==> src/rtl/decoder_3to8_seq.sv <==
// ---------------------------------------------------------------------------
// decoder_3to8_seq
//   Queues 3-bit codes in a 4-entry FIFO and presents each one, decoded to a
//   one-hot byte, on Y for HOLD_CYCLES clock cycles. Queued codes follow one
//   another back-to-back. The output returns to all-zero only when the FIFO
//   runs dry.
//
// Parameters
//   HOLD_CYCLES : cycles each decoded word stays on Y (1..255)
//   DEPTH       : FIFO entries (fixed at 4; pointers are 2 bits)
//
// Ports
//   clk        in   clock, all state changes on the rising edge
//   rst_n      in   synchronous active-low reset
//   A[2:0]     in   code to decode (bit 2 = MSB)
//   a_valid    in   A carries a code offered for acceptance
//   a_ready    out  the FIFO has room (registered, independent of a_valid)
//   Y[7:0]     out  registered decoded word, one-hot or zero
//   y_valid    out  Y carries a decoded word
//   fifo_count out  codes queued and not yet decoded (0..4)
//   state_dbg  out  current FSM state (0 = IDLE, 1 = HOLD)
//
// Handshake: a code transfers on a rising edge where a_valid and a_ready are
// both 1. a_ready depends only on the registered fifo_count. A pop in the
// same cycle therefore never opens room for a push into a full FIFO. The
// producer holds A stable until that edge.
// ---------------------------------------------------------------------------
module decoder_3to8_seq #(
    parameter int HOLD_CYCLES = 4,
    parameter int DEPTH       = 4
) (
    input  logic       clk,
    input  logic       rst_n,
    input  logic [2:0] A,
    input  logic       a_valid,
    output logic       a_ready,
    output logic [7:0] Y,
    output logic       y_valid,
    output logic [2:0] fifo_count,
    output logic       state_dbg
);

    typedef enum logic {
        IDLE = 1'b0,
        HOLD = 1'b1
    } state_t;

    localparam logic [7:0] HOLD_LOAD = 8'(HOLD_CYCLES - 1);
    localparam logic [2:0] FULL_CNT  = 3'(DEPTH);

    state_t     state;
    state_t     state_nxt;
    logic [7:0] hold_cnt;
    logic [7:0] hold_nxt;
    logic [7:0] y_nxt;
    logic       yv_nxt;

    logic [2:0] mem [DEPTH];
    logic [1:0] wr_ptr;
    logic [1:0] rd_ptr;
    logic [2:0] count;
    logic       push;
    logic       pop;

    assign a_ready    = (count != FULL_CNT);
    assign push       = a_valid && a_ready;
    assign fifo_count = count;
    assign state_dbg  = state;

    // Next-state and output decode. Y and y_valid are registered, so every
    // branch describes what they become after the coming edge.
    always_comb begin
        state_nxt = state;
        hold_nxt  = hold_cnt;
        y_nxt     = Y;
        yv_nxt    = y_valid;
        pop       = 1'b0;
        case (state)
            IDLE: begin
                if (count != 3'd0) begin
                    pop       = 1'b1;
                    y_nxt     = 8'd1 << mem[rd_ptr];
                    yv_nxt    = 1'b1;
                    hold_nxt  = HOLD_LOAD;
                    state_nxt = HOLD;
                end else begin
                    y_nxt  = 8'h00;
                    yv_nxt = 1'b0;
                end
            end
            HOLD: begin
                if (hold_cnt != 8'd0) begin
                    hold_nxt = hold_cnt - 8'd1;
                end else if (count != 3'd0) begin
                    // Reload on the same edge so the queue drains gap-free.
                    pop      = 1'b1;
                    y_nxt    = 8'd1 << mem[rd_ptr];
                    yv_nxt   = 1'b1;
                    hold_nxt = HOLD_LOAD;
                end else begin
                    y_nxt     = 8'h00;
                    yv_nxt    = 1'b0;
                    state_nxt = IDLE;
                end
            end
            default: begin
                y_nxt     = 8'h00;
                yv_nxt    = 1'b0;
                hold_nxt  = 8'd0;
                state_nxt = IDLE;
            end
        endcase
    end

    always_ff @(posedge clk) begin
        if (!rst_n) begin
            state    <= IDLE;
            hold_cnt <= 8'd0;
            Y        <= 8'h00;
            y_valid  <= 1'b0;
            wr_ptr   <= 2'd0;
            rd_ptr   <= 2'd0;
            count    <= 3'd0;
        end else begin
            state    <= state_nxt;
            hold_cnt <= hold_nxt;
            Y        <= y_nxt;
            y_valid  <= yv_nxt;
            if (push) wr_ptr <= wr_ptr + 2'd1;
            if (pop)  rd_ptr <= rd_ptr + 2'd1;
            // A simultaneous push and pop leaves the occupancy unchanged.
            case ({push, pop})
                2'b10:   count <= count + 3'd1;
                2'b01:   count <= count - 3'd1;
                default: count <= count;
            endcase
        end
    end

    // Storage needs no reset; the pointers and count define what is live.
    always_ff @(posedge clk) begin
        if (rst_n && push) begin
            mem[wr_ptr] <= A;
        end
    end

endmodule

==> config.mk <==
export PLATFORM = sky130hd
export DESIGN_NAME = decoder_3to8_seq
export DESIGN_NICKNAME = d
export VERILOG_FILES = /design/src/rtl/decoder_3to8_seq.sv
export SDC_FILE = /design/constraint.sdc
export NUM_CORES = 1
export LEC_CHECK = 0
export ABC_AREA = 1
export CAP_MARGIN = 30
export CORE_MARGIN = 10
export CORE_UTILIZATION = 50
export CTS_BUF_LIST = sky130_fd_sc_hd__clkbuf_8
export DETAILED_ROUTE_END_ITERATION = 12
export GPL_TIMING_DRIVEN = 0
export PLACE_DENSITY_LB_ADDON = 0.08
export SYNTH_ARGS = -nofsm -noshare
export SYNTH_HDL_FRONTEND = slang
export SYNTH_SLANG_ARGS = --single-unit
export TNS_END_PERCENT = 10
==> constraint.sdc <==
create_clock -name clk -period 5.2 [get_ports clk]
set_input_delay 1.04 -clock clk [delete_from_list [all_inputs] [get_ports clk]]
set_output_delay 1.04 -clock clk [all_outputs]
set_load 0.005 [all_outputs]
==> Yosys cells after proc, flatten, opt, wreduce, memory -nomap -nowiden <==
Memory sizes are Yosys's and may differ from the RTL's. A register that Yosys moved wholly into a read port is not among the register bits.
Index checks and enable logic that the tools add are counted.
Widths: inputs -> output; s select.
{ "op_classes": {"n_lt_le_gt_ge": 0, "bitwise_logic": 1, "n_eq_ne": 4, "n_mul": 0, "add_sub_neg": 5, "n_reduce_logical": 5, "n_shift": 1, "n_div": 0, "mux": 18} }
{ "op_table": {"columns": ["op", "n"], "rows": [
  ["$mux 8", 4],
  ["$pmux 8 s2", 2],
  ["$reduce_bool 8->1", 1],
  ["$shl 1x3->8 const A", 1],
  ["$sub 8x1->8 const B", 1],
  ["$mux 1", 6],
  ["$pmux 1 s2", 3],
  ["$pmux 3 s2", 1],
  ["$add 2x1->2 const B", 2],
  ["$mux 2", 2],
  ["$add 3x1->3 const B", 1],
  ["$ne 3x3->1 const B", 1],
  ["$reduce_bool 3->1", 1],
  ["$sub 3x1->3 const B", 1],
  ["$eq 2x1->1 const B", 1],
  ["$eq 2x2->1 const B", 1],
  ["$logic_and 1x1->1", 2],
  ["$ne 2x2->1 const B", 1],
  ["$reduce_bool 2->1", 1],
  ["$not 1->1", 1]
]} }
{ "word_totals": {"inputBits": 6, "rom_bits": 0, "latch_bits": 0, "n_memories": 1, "output_inout_bits": 14, "ram_bits": 12, "ff_bits": 25} }
{ "mem_list": {"columns": ["memory", "depth", "word_bits", "read_ports", "rd_ports_with_merged_regs", "write_ports", "line_no", "source"], "rows": [
  ["mem", 4, 3, 1, 1, 1, "58", "logic [2:0] mem [DEPTH];"]
]} }

==> Depth between registers and ports, before layout <==
{ "logic_depth": {"depth_word": 6, "mapped_depth": 13, "depth_no_buf": 12} }

==> Worst setup path before layout <==
No wires, ideal clock.
{ "synth_path": {"path_type": "input-to-reg", "startpoint": "input port a_valid", "endpoint": "register count[2], in the netlist fifo_count[2]", "stages": 7, "setup_slack_ns": 2.947, "t_required_ns": 5.130, "t_arrival_ns": 2.183, "path_cell_list": "nand2_1 ha_1 fa_1 a21oi_1 o21a_1 o21ai_0 a21oi_1"} }
{ "synth_between": {"elab_chain_len": 3, "word_cells_on_any_way": 5} }
{ "synth_rtl": {"columns": ["element", "line_no", "source"], "rows": [
  ["from (decl)", "35", "input logic a_valid,"],
  ["$logic_and 1x1->1 (*)", "66", "assign push = a_valid && a_ready;"],
  ["$eq 2x1->1 / $eq 2x2->1 (equally long branches)", "132", "case ({push, pop})"],
  ["$pmux 3 s2 / $reduce_bool 2->1 (equally long branches)", null, null],
  ["to (signal assigned)", "133", "2'b10: count <= count + 3'd1;"],
  ["to (signal assigned)", "134", "2'b01: count <= count - 3'd1;"],
  ["to (signal assigned)", "135", "default: count <= count;"],
  ["to (decl)", "61", "logic [2:0] count;"]
]} }
Mark *: on every way between the ends. The rest lies on a longest branch, timed or not.
A chain may end at the register's enable or synchronous reset.

==> Worst setup path after layout <==
Same ends and word-level chain as after synthesis.

==> impl_metrics.ini <==
[cts]
ctsHoldBuffers = 0
clock_latency_ps = 290
cts_setup_buffers = 0
cts_tree = done
numCtsBuffers = 5
clockBufferDepth = 2
clockRootBuffer = clkbuf_8
clk_pin_slew_worst_paths_ps = 70
clock_sinks = 39
post_cts_resized = 0
htreeDepth = 2

[route]
drt_iter0_markers = 63
drc = 0
drt_wl_total_um = 3240
num_vias = 1418
drt-pass1-iter-count = 4
via_per_inst = 4.87
ant_nets = 0
routedWlPerCell_um = 11.1

[floorplan]
dieArea_um2 = 6380
num_rows = 21
core_um2 = 3390
die_w_um = 79.9
die_h_um = 79.9
initial_utilization_pct = 52.9
io-pin-count = 20

[timing]
fin_ws_ps = 2650
max_clock_freq_mhz = 393
rsz0062_at_grt = no
report.final.slew_viol_count = 0
setup_viol = 0
post-route-period-util_pct = 49.0
tightest_slew_ps = 480
relSlewSlack_pct = 68.0
tns_ps = 0
finClkSkew_ps = 5.58
finalHoldViolCount = 0
fin_crit_ps = 2550

[setup_path]
endpoint_kind = flop
cp_max_fo = 5
slowest_stage = clkdlybuf4s50_1
critPathTopFamily = adder cells
crit_path_start_kind = input port
required_ps = 5430
worstSetupPathType = in2reg
crit_top_cell = a21oi_1
critPathBufInv = 1
cp.arrival_ps = 2780
max_stage_delay_ps = 470
path_cells = clkdlybuf4s50_1, nand2_1, ha_1, fa_1, a21oi_1, o21a_1, o21ai_0, a21oi_1

[global_route]
grt_pass1_vias = 1316
grt_first_pass_wirelength_um = 5690
groute.usage.overall_pct = 11.2
antenna_found_initial = 0
gr-total-overflow = 0
grt_max_degree = 12

[synth]
synth.most_common_cell = nand2_1
netlist_instances = 218
synth_top_area_cell = dfxtp_1
synth_ff_type = dfxtp_1
netlist.area_leader.share_pct = 30.2
synth_commonest_cells = 55 x nand2_1, 27 x dfxtp_1, 25 x nor2_1
syn-cell-area_um2 = 1790
syn_avg_cell_area_um2 = 8.22
yosysSeqAreaShare_pct = 50.3
synth_area_leaders = dfxtp_1 30%, edfxtp_1 20%, nand2_1 12%
synth-edff-count = 12
ys_warn_count = 0
synth_nets = 232
ys_types = 22
synthArstFlopShare_pct = 0
ys_ff_latch = 39

[layout]
n_fill_cell = 301
synthToLayoutAreaGrowth_pct = 18.4
diodes = 0
drive_gt1_share_pct = 6.12
nets = 258

[place]
hpwl_um = 2460
dpl_worst_slack_ps = 2340
port_buffers = 19
gp_congestion = 0.793

[power]
vdd_drop_max_mv = 0.277
p_per_area_nw_per_um2 = 574
leakagePower_nw = 0.886
power_mw = 1.22

[worst_hold_path]
hp-class = reg2reg

[flow_run]
max-cap-violations = 0

[status]
status = finished clean
[worst register-to-register path, cell delays in order, from the launching register on]
cell and delay, ps:
dfxtp_1 310, inv_1 80, ha_1 210, nand2_2 110
nor2_4 50, nor2_4 210, nor2_4 80, buf_6 140
ha_1 210, fa_1 390, a21oi_1 150, o21a_1 150
o21ai_0 80, a21oi_1 130
[metal layers]
metal / up-vias / track usage, % / part of all wire (%)
li1: 755 / - / -
met1: 627 / 13.1 / 48
met2: 30 / 16.6 / 42
met3: 6 / 5.63 / 8.3
met4: 0 / 5.11 / 1.6
met5: - / 0 / 0
[sequential cells by signal, indices dropped and copies added (netlist names), named ones only]
register	count
y_valid	1
mem	12
hold_cnt	8
Y	8
wr_ptr	2
state_dbg	1
fifo_count	3
rd_ptr	2
[final timing paths]
check / startpoint / end / slack (ps) / cells past startpoint
max: a_valid / fifo_count[2] / 2650 / 8
min: Y[6] / Y[6] / 460 / 2
max reg2reg: hold_cnt[0] / fifo_count[2] / 2850 / 13
min reg2reg: Y[6] / Y[6] / 460 / 2
[placed cells by master, fill, tap and decap left out, types with 2 or more instances in the layout]
cell type	n
o21ai_0	10
edfxtp_1	12
clkbuf_8	5
o21a_1	2
a21oi_1	21
dfxtp_1	27
nand2_1	55
clkbuf_1	2
inv_1	25
clkdlybuf4s50_1	19
nor3_1	2
nand3_1	17
nor2_4	4
nor2_1	25
xor2_1	3
ha_1	7
[stage by stage]
step / hold WS [ps] / std cells / util (%) / instance area (um^2)
after global routing: 482 / 291 / 62.6 / 2120
after global placement: 454 / 283 / 60.2 / 2040
after CTS: 464 / 291 / 62.6 / 2120
final: 461 / 291 / 62.6 / 2120
after detailed placement: 453 / 283 / 60.2 / 2040
after floorplan: 460 / 218 / - / 1790
[final cells by class]
class / instances / area (um^2) / area share, %
clock buffers: 5 / 68.8 / 3.24
flip-flops and latches: 39 / 901 / 42.5
plain buffers: 5 / 31.3 / 1.47
multi-input cells: 151 / 773 / 36.5
clock inverters: 3 / 12.5 / 0.590
repair buffers: 19 / 190 / 8.97
inverters: 23 / 86.3 / 4.07
well taps: 46 / 57.6 / 2.71
[power breakdown]
group | leakage [nW] | total, mW | switching (mW) | internal, mW
clock network | 0.0505 | 0.191 | 0.101 | 0.0901
logic | 0.505 | 0.589 | 0.350 | 0.239
registers | 0.330 | 0.439 | 0.0526 | 0.386
total | 0.886 | 1.22 | 0.503 | 0.715
[cell families (layout without fill, tap and decap cells)]
family | count (synthesis) | count (layout) | share of synthesized area (%)
AND/OR/NAND/NOR | 105 | 105 | 25.3
XOR/XNOR | 3 | 3 | 1.47
adder cells (fa/ha/maj) | 8 | 8 | 6.01
buffers and inverters | 28 | 55 | 6.56
AO/OA/AOI/OAI | 35 | 35 | 10.4
flip-flops | 39 | 39 | 50.3
Note: power is estimated with default switching activity, not from simulation.
